--- config.mk ---
export PLATFORM = sky130hd
export DESIGN_NAME = lsu_mem_arbiter
export DESIGN_NICKNAME = d
export VERILOG_FILES = /design/src/rtl/lsu_mem_arbiter_pkg.sv /design/src/rtl/lsu_mem_arbiter_picker.sv /design/src/rtl/lsu_mem_arbiter.sv
export SDC_FILE = /design/constraint.sdc
export NUM_CORES = 1
export LEC_CHECK = 0
export BUFFER_PORTS_ARGS = -buffer_cell sky130_fd_sc_hd__buf_2
export CAP_MARGIN = 20
export CORE_AREA = 5 5 175 177
export DETAILED_ROUTE_END_ITERATION = 10
export DIE_AREA = 0 0 180 182
export PLACE_DENSITY = 0.51
export SLEW_MARGIN = 15
export SYNTH_ARGS = -nofsm -noshare
export SYNTH_HDL_FRONTEND = slang
export SYNTH_SLANG_ARGS = --single-unit
export TNS_END_PERCENT = 30
--- constraint.sdc ---
create_clock -name clk -period 7.79 [get_ports clk]
set_input_delay 0 -clock clk [delete_from_list [all_inputs] [get_ports clk]]
set_output_delay 0 -clock clk [all_outputs]
set_load 0.005 [all_outputs]
--- src/rtl/lsu_mem_arbiter_pkg.sv ---
// Shared types and constants for the LSU memory arbiter.
// FSM state encodings and the bit positions of the individual error causes
// that feed the sticky arb_err flag.
package lsu_mem_arbiter_pkg;

    typedef enum logic [1:0] {
        ST_IDLE  = 2'd0,
        ST_GRANT = 2'd1,
        ST_RESP  = 2'd2
    } arb_state_e;

    // Error cause bit positions inside the per-cycle cause vector
    localparam int ERR_SPURIOUS_ACK = 0;
    localparam int ERR_TAG_MISMATCH = 1;
    localparam int ERR_RD_WR_BOTH   = 2;
    localparam int ERR_TIMEOUT      = 3;
    localparam int ERR_W            = 4;

    // Index width for a requester count, never below one bit
    function automatic int idx_width(input int n);
        return (n > 1) ? $clog2(n) : 1;
    endfunction

endpackage

--- src/rtl/lsu_mem_arbiter_picker.sv ---
// Combinational round-robin priority picker.
// Returns the first pending requester at or after rr_ptr, wrapping around,
// both as a one-hot vector and as a binary index.
module lsu_rr_picker #(
    parameter int NUM_REQ = 4,
    parameter int IDX_W   = 2
) (
    input  logic [NUM_REQ-1:0] pending,
    input  logic [IDX_W-1:0]   rr_ptr,
    output logic [NUM_REQ-1:0] grant,
    output logic [IDX_W-1:0]   grant_idx,
    output logic               grant_vld
);

    logic [IDX_W-1:0]   cand_idx [NUM_REQ];
    logic [NUM_REQ-1:0] cand_hit;

    // Candidate at priority offset gi is requester (rr_ptr + gi) mod NUM_REQ
    for (genvar gi = 0; gi < NUM_REQ; gi++) begin : g_cand
        logic [IDX_W:0] sum;
        assign sum          = {1'b0, rr_ptr} + (IDX_W+1)'(gi);
        assign cand_idx[gi] = (sum >= (IDX_W+1)'(NUM_REQ)) ?
                              IDX_W'(sum - (IDX_W+1)'(NUM_REQ)) : sum[IDX_W-1:0];
        assign cand_hit[gi] = pending[cand_idx[gi]];
    end

    // Lowest offset with a pending request wins
    always_comb begin
        grant_idx = '0;
        grant_vld = 1'b0;
        for (int k = NUM_REQ - 1; k >= 0; k--) begin
            if (cand_hit[k]) begin
                grant_idx = cand_idx[k];
                grant_vld = 1'b1;
            end
        end
        grant = grant_vld ? (NUM_REQ'(1) << grant_idx) : '0;
    end

endmodule

--- src/rtl/lsu_mem_arbiter.sv ---
// Round-robin arbiter sharing one memory port among NUM_REQ LSUs with a
// single outstanding transaction. The winner's request is captured in IDLE,
// held on mem_* through GRANT until mem_ack, and answered in a one-cycle RESP.
// Optional GRANT watchdog: define LSU_ARB_TIMEOUT_EN.
module lsu_mem_arbiter
    import lsu_mem_arbiter_pkg::*;
#(
    parameter int NUM_REQ        = 4,
    parameter int ADDR_W         = 32,
    parameter int DATA_W         = 32,
    parameter int TAG_W          = 7,
    parameter int TIMEOUT_CYCLES = 1023
) (
    input  logic                      clk,
    input  logic                      rst,
    input  logic [NUM_REQ-1:0]        req_rd_en,
    input  logic [NUM_REQ-1:0]        req_wr_en,
    input  logic [NUM_REQ-1:0]        req_gm_or_lds,
    input  logic [NUM_REQ*ADDR_W-1:0] req_addr,
    input  logic [NUM_REQ*DATA_W-1:0] req_wr_data,
    input  logic [NUM_REQ*TAG_W-1:0]  req_tag,
    output logic [NUM_REQ-1:0]        req_ack,
    output logic [DATA_W-1:0]         req_rd_data,
    output logic [TAG_W-1:0]          req_tag_resp,
    output logic                      mem_rd_en,
    output logic                      mem_wr_en,
    output logic                      mem_gm_or_lds,
    output logic [ADDR_W-1:0]         mem_addr,
    output logic [DATA_W-1:0]         mem_wr_data,
    output logic [TAG_W-1:0]          mem_tag_req,
    input  logic                      mem_ack,
    input  logic [DATA_W-1:0]         mem_rd_data,
    input  logic [TAG_W-1:0]          mem_tag_resp,
    output logic                      arb_busy,
    output logic                      arb_err
);

    localparam int IDX_W = idx_width(NUM_REQ);

    arb_state_e          state_reg, state_next;
    logic [IDX_W-1:0]    rr_ptr_reg, rr_ptr_next;
    logic [IDX_W-1:0]    winner_reg, winner_next;
    logic [NUM_REQ-1:0]  mask_reg, mask_next;
    logic                mem_rd_reg, mem_rd_next;
    logic                mem_wr_reg, mem_wr_next;
    logic                mem_gm_reg, mem_gm_next;
    logic [ADDR_W-1:0]   mem_addr_reg, mem_addr_next;
    logic [DATA_W-1:0]   mem_data_reg, mem_data_next;
    logic [TAG_W-1:0]    mem_tag_reg, mem_tag_next;
    logic [DATA_W-1:0]   resp_data_reg, resp_data_next;
    logic [TAG_W-1:0]    resp_tag_reg, resp_tag_next;
    logic                err_reg, err_next;
    logic [ERR_W-1:0]    err_cause;
    logic                timeout_hit;

    logic [ADDR_W-1:0]   addr_arr [NUM_REQ];
    logic [DATA_W-1:0]   data_arr [NUM_REQ];
    logic [TAG_W-1:0]    tag_arr  [NUM_REQ];
    logic [NUM_REQ-1:0]  pending;
    logic [NUM_REQ-1:0]  pick_onehot;
    logic [IDX_W-1:0]    pick_idx;
    logic                pick_vld;

    // Unpack the per-requester buses
    for (genvar gi = 0; gi < NUM_REQ; gi++) begin : g_unpack
        assign addr_arr[gi] = req_addr[gi*ADDR_W +: ADDR_W];
        assign data_arr[gi] = req_wr_data[gi*DATA_W +: DATA_W];
        assign tag_arr[gi]  = req_tag[gi*TAG_W +: TAG_W];
    end

    assign pending = (req_rd_en | req_wr_en) & ~mask_reg;

    lsu_rr_picker #(
        .NUM_REQ (NUM_REQ),
        .IDX_W   (IDX_W)
    ) u_picker (
        .pending   (pending),
        .rr_ptr    (rr_ptr_reg),
        .grant     (pick_onehot),
        .grant_idx (pick_idx),
        .grant_vld (pick_vld)
    );

`ifdef LSU_ARB_TIMEOUT_EN
    localparam int TMO_W = ($clog2(TIMEOUT_CYCLES + 1) > 10) ? $clog2(TIMEOUT_CYCLES + 1) : 10;
    logic [TMO_W-1:0] tmo_cnt_reg;

    // Watchdog counts GRANT cycles without an ack, restarts outside GRANT
    always_ff @(posedge clk or posedge rst) begin
        if (rst) begin
            tmo_cnt_reg <= '0;
        end else if (state_reg == ST_GRANT && !mem_ack) begin
            tmo_cnt_reg <= tmo_cnt_reg + 1'b1;
        end else begin
            tmo_cnt_reg <= '0;
        end
    end

    assign timeout_hit = (state_reg == ST_GRANT) && !mem_ack &&
                         (tmo_cnt_reg == TMO_W'(TIMEOUT_CYCLES - 1));
`else
    assign timeout_hit = 1'b0;
`endif

    // State and datapath registers; reset aborts any transaction in flight
    always_ff @(posedge clk or posedge rst) begin
        if (rst) begin
            state_reg     <= ST_IDLE;
            rr_ptr_reg    <= '0;
            winner_reg    <= '0;
            mask_reg      <= '0;
            mem_rd_reg    <= 1'b0;
            mem_wr_reg    <= 1'b0;
            mem_gm_reg    <= 1'b0;
            mem_addr_reg  <= '0;
            mem_data_reg  <= '0;
            mem_tag_reg   <= '0;
            resp_data_reg <= '0;
            resp_tag_reg  <= '0;
            err_reg       <= 1'b0;
        end else begin
            state_reg     <= state_next;
            rr_ptr_reg    <= rr_ptr_next;
            winner_reg    <= winner_next;
            mask_reg      <= mask_next;
            mem_rd_reg    <= mem_rd_next;
            mem_wr_reg    <= mem_wr_next;
            mem_gm_reg    <= mem_gm_next;
            mem_addr_reg  <= mem_addr_next;
            mem_data_reg  <= mem_data_next;
            mem_tag_reg   <= mem_tag_next;
            resp_data_reg <= resp_data_next;
            resp_tag_reg  <= resp_tag_next;
            err_reg       <= err_next;
        end
    end

    // Next-state logic: capture in IDLE, wait for ack in GRANT, answer in RESP
    always_comb begin
        state_next     = state_reg;
        rr_ptr_next    = rr_ptr_reg;
        winner_next    = winner_reg;
        mask_next      = mask_reg;
        mem_rd_next    = mem_rd_reg;
        mem_wr_next    = mem_wr_reg;
        mem_gm_next    = mem_gm_reg;
        mem_addr_next  = mem_addr_reg;
        mem_data_next  = mem_data_reg;
        mem_tag_next   = mem_tag_reg;
        resp_data_next = resp_data_reg;
        resp_tag_next  = resp_tag_reg;
        err_cause      = '0;

        case (state_reg)
            ST_IDLE: begin
                mask_next                   = '0;
                err_cause[ERR_SPURIOUS_ACK] = mem_ack;
                if (pick_vld) begin
                    winner_next   = pick_idx;
                    mem_addr_next = addr_arr[pick_idx];
                    mem_data_next = data_arr[pick_idx];
                    mem_tag_next  = tag_arr[pick_idx];
                    mem_gm_next   = req_gm_or_lds[pick_idx];
                    // A request with both strobes set is forwarded as a write
                    mem_wr_next   = req_wr_en[pick_idx];
                    mem_rd_next   = req_rd_en[pick_idx] & ~req_wr_en[pick_idx];
                    err_cause[ERR_RD_WR_BOTH] = req_rd_en[pick_idx] & req_wr_en[pick_idx];
                    state_next    = ST_GRANT;
                end
            end
            ST_GRANT: begin
                if (mem_ack) begin
                    resp_data_next = mem_rd_data;
                    resp_tag_next  = mem_tag_resp;
                    mem_rd_next    = 1'b0;
                    mem_wr_next    = 1'b0;
                    err_cause[ERR_TAG_MISMATCH] = (mem_tag_resp != mem_tag_reg);
                    state_next     = ST_RESP;
                end else if (timeout_hit) begin
                    resp_data_next = '0;
                    resp_tag_next  = mem_tag_reg;
                    mem_rd_next    = 1'b0;
                    mem_wr_next    = 1'b0;
                    err_cause[ERR_TIMEOUT] = 1'b1;
                    state_next     = ST_RESP;
                end
            end
            ST_RESP: begin
                err_cause[ERR_SPURIOUS_ACK] = mem_ack;
                rr_ptr_next = (winner_reg == IDX_W'(NUM_REQ - 1)) ? '0 : winner_reg + 1'b1;
                // Hide the just-served requester while its request drops
                mask_next   = NUM_REQ'(1) << winner_reg;
                state_next  = ST_IDLE;
            end
            default: begin
                state_next = ST_IDLE;
            end
        endcase

        err_next = err_reg | (|err_cause);
    end

    assign req_ack       = (state_reg == ST_RESP) ? (NUM_REQ'(1) << winner_reg) : '0;
    assign req_rd_data   = resp_data_reg;
    assign req_tag_resp  = resp_tag_reg;
    assign mem_rd_en     = mem_rd_reg;
    assign mem_wr_en     = mem_wr_reg;
    assign mem_gm_or_lds = mem_gm_reg;
    assign mem_addr      = mem_addr_reg;
    assign mem_wr_data   = mem_data_reg;
    assign mem_tag_req   = mem_tag_reg;
    assign arb_busy      = (state_reg == ST_GRANT) || (state_reg == ST_RESP);
    assign arb_err       = err_reg;

endmodule

==> results.yml, run 1 <==
outcome:
  status: "finished, final reports clean"
floorplan:
  floorplan.initialDensity_pct: 23.4
  die_w_um: 180
  row_count: 63
  die_area_mm2: 0.0328
  ios: 457
  die_h_um: 182
  coreArea_mm2: 0.0291
finish:
  multi_input_area_mm2: 0.00341
  area_growth_syn_to_layout_pct: 83.7
  regArea_mm2: 0.00310
  finish.utilization_pct: 43.0
  final_layout_size_suffix_gt1_share_pct: 41.9
  nets: 1627
  fill_cells: 2829
  n_antenna_cell: 0
setup_path:
  startpoint_type: "flop"
  cp.arrival_ps: 4320
  path_cells: "or2_1, o22ai_1, a211o_4, buf_4, mux2i_1, dlygate4sd3_1, o221ai_1, dlygate4sd3_1"
  cp-end-kind: "flop"
  slowest_delay_ps: 840
  slowest_stage: "buf_4"
  setup.worst_path.start: "rr_ptr_reg[1]"
  cp.required_ps: 8080
  crit_family: "buffers and inverters"
  cp_max_fo: 62
  cp_num_buf_inv: 3
  cpMostUsedCell: "dlygate4sd3_1"
  path_class: "flop to flop"
  reg2reg_from: "rr_ptr_reg[1]"
pwr:
  power_density_mw_per_mm2: 412
  p_leak_nw: 6.40
  ir_drop_mv: 0.197
sta:
  worst_pin_slew_ps: 1020
  period_share_pct: 51.7
  hold_violations: 0
  min_period_ps: 4030
  maxSlewViolCount: 0
  rsz0062_at_grt: "false"
  slew_headroom_pct: 31.7
  timing.setup.tns_ps: 0
  setup_viol: 0
  skew_ps: 18.6
  max_freq_mhz: 248
detailed_routing:
  drt_iter0_drc: 224
  wl_mm: 29.3
  drc: 0
  vias_per_cell: 4.49
  drtPass1Iterations: 4
  vias: 7566
  ant_nets: 0
  avgRoutedWirePerCell_um: 17.4
synth:
  syn_inst: 586
  synth_area_leaders: "dfrtp_1, mux2i_1, o221ai_1, mux2_2, nand2_1"
  yosysWarnings: 0
  ys_seq_elements: 124
  synth_area_mm2: 0.00682
  synth_top_area_share_pct: 45.5
  synth_area_per_cell_um2: 11.6
  yosys.area.top_type: "dfrtp_1"
  synth_cell_type_count: 43
  ys_seq_area_share_pct: 45.5
  syn_nets: 931
hold_path:
  min-delay-start: "req_rd_en[0]"
  min_path_type: "input pin to flop"
grt:
  grt_pass1_vias: 8382
  grt_overflow: 0
  grt_pass1_wl_mm: 45.9
  antenna_found_initial: 1
  track_usage_pct: 17.4
  grt_max_degree: 84
clocking:
  cts_sinks: 124
  path_clk_slew_ps: 70
  cts_root_buf: "clkbuf_16"
  clock_path_buffers: 2
  clock_latency_ps: 410
  cts_tree: "yes"
  post-cts-setup-buffers: 0
  cts_buffers: 17
  cts_max_level: 4
place:
  place_hpwl_mm: 20.5
  place.gp.congestion: 0.877
  io_buffers: 456
flow_run:
  max_cap_violations: 0
==> cell usage after synthesis <==
| cell type | number |
|---|---|
| a211o_1 | 1 |
| a211oi_1 | 1 |
| a21boi_1 | 1 |
| a21o_1 | 5 |
| a21oi_1 | 5 |
| a221o_1 | 2 |
| a221oi_1 | 1 |
| a22oi_1 | 1 |
| a32oi_1 | 1 |
| and2_1 | 5 |
| and3_1 | 1 |
| buf_1 | 1 |
| buf_2 | 9 |
| buf_6 | 16 |
| clkbuf_1 | 16 |
| clkbuf_2 | 1 |
| dfrtp_1 | 124 |
| ha_1 | 7 |
| inv_1 | 7 |
| mux2_2 | 40 |
| mux2i_1 | 144 |
| nand2_1 | 85 |
| nand2b_1 | 4 |
| nand3_1 | 1 |
| nand4_1 | 2 |
| nor2_1 | 2 |
| nor2b_1 | 2 |
| nor3_1 | 1 |
| nor4_1 | 1 |
| o21a_1 | 1 |
| o21ai_0 | 3 |
| o21ai_1 | 1 |
| o21ba_2 | 2 |
| o21bai_1 | 3 |
| o21bai_2 | 1 |
| o221ai_1 | 73 |
| o22ai_1 | 3 |
| o2bb2ai_1 | 1 |
| o31ai_1 | 1 |
| o31ai_4 | 1 |
| or2_1 | 2 |
| xnor2_1 | 4 |
| xor2_1 | 3 |
==> cell usage in the layout (no fill, tap or decap), types with 2 or more instances in the layout <==
| master | n |
|---|---|
| a21o_1 | 5 |
| a21oi_1 | 5 |
| a221o_1 | 2 |
| and2_1 | 5 |
| buf_2 | 456 |
| buf_4 | 6 |
| clkbuf_16 | 17 |
| clkinvlp_4 | 4 |
| dfrtp_1 | 124 |
| dlygate4sd3_1 | 257 |
| ha_1 | 7 |
| inv_1 | 6 |
| inv_6 | 8 |
| mux2_2 | 40 |
| mux2i_1 | 144 |
| nand2_1 | 83 |
| nand2_2 | 2 |
| nand2b_1 | 4 |
| nand4_1 | 2 |
| nor2_1 | 2 |
| nor2b_1 | 2 |
| o21ai_0 | 3 |
| o21ba_2 | 2 |
| o21bai_1 | 3 |
| o221ai_1 | 73 |
| o22ai_1 | 3 |
| xnor2_1 | 4 |
| xor2_1 | 3 |
==> area by class of cell <==
class	count	area share (%)
clock buffer	19	3.54
clock inverter	13	1.04
inverter	7	0.250
multi-input combinational	412	27.2
sequential	124	24.8
tap	390	3.90
timing repair buffer	720	39.3
==> where the power goes <==
group          internal [mW]  leakage, nW  switching, mW  total [mW]
Combinational           1.79         4.63           1.41        3.20
Sequential             0.979         1.51          0.194        1.17
Clock                  0.456        0.268          0.326       0.782
==> worst paths after layout <==
path | to | slack, ps | cells past startpoint
worst max-delay path | mem_addr[25] | 3760 | 8
worst max register to register | mem_addr[25] | 3760 | 8
min in group asynchronous | mem_wr_data[9] | 310 | 3
worst min register to register | mask_reg[2] | 480 | 1
max in group asynchronous | req_rd_data[31] | 6360 | 4
worst min-delay path | arb_err | 130 | 4
==> tightest hold or removal path: cells and delay by family <==
kind	cells	cell delay, ps
AO/OA/AOI/OAI	2	320
buffers and inverters	1	120
AND/OR/NAND/NOR	1	50
==> timing repair <==
action                                 in CTS  in global routing
hold buffers                              257                  0
endpoints found under the hold margin     196                  0
gates resized for setup                     0                  0
==> cell families after synthesis <==
group	Yosys count	share of synthesized area (%)
compound gates	108	13.3
xor+xnor	7	0.900
fa+ha+maj	7	1.29
buf+inv	50	4.70
flops	124	45.5
simple gates	106	6.50
mux	184	27.8
==> routing by layer <==
layer	vias to the layer above	part of all wire, %	track usage [%]
met2	295	52	31.3
met5	-	0	0
met1	3625	40	20.1
li1	3601	-	-
met4	0	2.7	5.88
met3	45	5.9	4.61
==> per-stage QoR <==
stage / cells / total power, mW / area [um2] / worst slack [ps] / hold WS (ps)
floorplan: 586 / 2.84 / 6820 / 4490 / 146
global placement: 1395 / 3.54 / 9360 / 4870 / 228
detailed placement: 1396 / 3.57 / 9380 / 4770 / 230
CTS: 1685 / 5.18 / 12500 / 3770 / 99.3
global route: 1685 / 5.55 / 12500 / 3510 / 109
finish: 1685 / 5.15 / 12500 / 3760 / 126
(Power assumes the default switching activity.)
==> run 2: changes to the inputs <==
ABC_AREA = 1   (was not set)
CORE_AREA = 5 5 177 179   (was 5 5 175 177)
DIE_AREA = 0 0 182 184   (was 0 0 180 182)
PLACE_DENSITY = 0.56   (was 0.51)
clock period = 3.5 ns   (was 7.79 ns; I/O delays follow)
==> results.yml, run 2 <==
outcome:
  status: "finished, final reports clean"
synth:
  synth_ff_type: "dfrtp_1"
  synth_most_common_cell: "nand2_1"
  synthArstFlopShare_pct: 100
  ys_seq_elements: 124
  synthTopCellsByCount: "nand2_1, inv_1, dfrtp_1"
  synth_area_mm2: 0.00786
  syn_inst: 1099
  syn_nets: 1444
  synth_area_leaders: "dfrtp_1, nand2_1, inv_1, nand3_1, mux2_2"
  synth_edf_count: 0
  yosysWarnings: 0
  synth_area_per_cell_um2: 7.15
  yosys.area.top_type: "dfrtp_1"
  ys_seq_area_share_pct: 39.5
  synth_top_area_share_pct: 39.5
  synth_cell_type_count: 31
setup_path:
  r2r.worst_path.cells: 14
  cp_max_fo: 43
  cp.required_ps: 3840
  startpoint_type: "flop"
  reg2reg_from: "rr_ptr_reg[0]"
  endpoint: "mem_wr_data[23]"
  regToRegSetupSlack_ps: 320
  r2r-end: "mem_wr_data[23]"
  cp.arrival_ps: 3510
  cp-end-kind: "flop"
  setup.worst_path.start: "rr_ptr_reg[0]"
  path_class: "flop to flop"
floorplan:
  row_count: 63
  coreArea_mm2: 0.0294
  die_area_mm2: 0.0335
  floorplan.initialDensity_pct: 26.7
  die_w_um: 182
  ios: 457
  die_h_um: 184
detailed_routing:
  avgRoutedWirePerCell_um: 16.4
  wl_mm: 35.3
  vias: 9696
  drc: 0
  vias_per_cell: 4.50
  drt_iter0_drc: 400
  ant_nets: 0
  drtPass1Iterations: 5
finish:
  final_layout_size_suffix_gt1_share_pct: 32.6
  nets: 2098
  multi_input_area_mm2: 0.00376
  final_area_mm2: 0.0133
  fill_cells: 2906
  final_common_cell: "buf_2"
  final_cell_mix: "buf_2, nand2_1, dlygate4sd3_1"
  area_growth_syn_to_layout_pct: 69.6
  regArea_mm2: 0.00310
flow_run:
  max_cap_violations: 0
pwr:
  ir_drop_mv: 0.719
  p_leak_nw: 7.25
  seqPwrFrac_pct: 18.2
  switching_power_mw: 6.92
  power_density_mw_per_mm2: 1090
  pwr-share-clk_pct: 12.5
  p_int_mw: 7.59
  p_sw_share_pct: 47.7
  p_comb_share_pct: 69.3
  power_mw: 14.5
hold_path:
  min_path_type: "input pin to flop"
grt:
  grt_overflow: 0
  track_usage_pct: 20.2
  grt_max_degree: 83
  antenna_found_initial: 2
  grt_pass1_wl_mm: 53.7
  grt_pass1_vias: 10114
clocking:
  cts_tree: "yes"
  clock_latency_ps: 400
  cts_sinks: 124
  path_clk_slew_ps: 70
  cts_root_buf: "clkbuf_16"
  cts_max_level: 4
  clock_path_buffers: 2
  cts_buffers: 17
sta:
  max_freq_mhz: 315
  setup_viol: 0
  timing.setup.tns_ps: 0
  slew_headroom_pct: 36.7
  skew_ps: 14.1
  maxSlewViolCount: 0
  rsz0062_at_grt: "false"
  period_share_pct: 90.7
  min_period_ps: 3180
  hold_violations: 0
  worst_pin_slew_ps: 947
place:
  post_dp_cell_area_mm2: 0.0104
  io_buffers: 456
  place.gp.congestion: 0.943
  place_hpwl_mm: 25.0
[run 2: changes by cell type in the layout (fill, tap and decap cells not counted), moves of 43 or more]
cell | before | now
mux2i_1 | 144 | 0
nand3_1 | 1 | 93
o221ai_1 | 73 | 0
nand2_1 | 83 | 343
o21ai_1 | 1 | 71
nor2_1 | 2 | 46
inv_1 | 6 | 168
o21ai_0 | 3 | 46
[run 2: logic make-up after synthesis]
family	share of synthesized area [%]
and+or+nand+nor	28.5
buffers and inverters	13.1
AOI/OAI and AO/OA	11.7
DFF	39.5
muxes	5.30
xor gates and xnor gates	0.875
adders and majority gates	1.11
[run 2: area by class of cell]
type | instances | share of cell area, %
antenna | 1 | 0.0188
clock inverter | 13 | 1.07
tap | 390 | 3.66
clock buffer | 19 | 3.32
inverter | 173 | 4.95
timing repair buffer | 699 | 35.5
sequential | 124 | 23.3
multi-input combinational | 738 | 28.2
[run 2: power groups by stage]
| stage | clock [mW] | combinational [mW] | sequential [mW] |
|---|---|---|---|
| floorplan | 0 | 5.89 | 2.65 |
| global placement | 0 | 8.51 | 2.64 |
| detailed placement | 0 | 8.54 | 2.64 |
| CTS | 1.86 | 9.94 | 2.63 |
| global route | 1.92 | 11.3 | 2.73 |
| finish | 1.81 | 10.1 | 2.64 |
[run 2: worst max-delay path: stages (launching register included)]
cell and delay [ps]:
dfrtp_1 570, inv_4 90, nand3_1 100, nand2_1 80, nor2_1 160, nor2_1 70
inv_1 70, nand3_1 180, nand2_4 510, buf_12 260, o21ai_0 110, inv_1 80
o21ai_0 90, dlygate4sd3_1 590, nand3_1 70
[run 2: worst min path at each step]
stage,startpoint,end,slack [ps],cells after the start
floorplan,mem_ack,arb_err,130,2
global placement,rst,req_rd_data[13],210,2
detailed placement,rst,mem_addr[14],210,2
CTS,req_tag[25],mem_tag_req[4],1,7
global route,req_wr_data[85],mem_wr_data[21],20,5
finish,req_wr_data[127],mem_wr_data[31],20,7
[run 2: layer usage]
layer  wire length [um]  GRT usage (%)  part of all wire [%]
met1              14000           23.3                    40
met2              17400           35.2                    49
met3               2290           4.75                   6.5
met4               1540           9.61                   4.4
met5                  0              0                     0
[run 2: stage by stage]
stage               hold slack (ps)  instances  util (%)  setup WS [ps]
detailed placement              209       1894      35.5            693
global placement                207       1894      35.5            700
finish                         23.7       2157      45.3            325
global route                   16.8       2157      45.3           5.54
CTS                            1.08       2151      45.2            115
floorplan                       130       1099         -            201
[run 2: timing repair]
action / in CTS / in global routing
resized for setup: 0 / 4
setup endpoints to repair: 0 / 26
endpoints found under the hold margin: 187 / 0
setup buffers: 0 / 5
hold buffers: 225 / 0
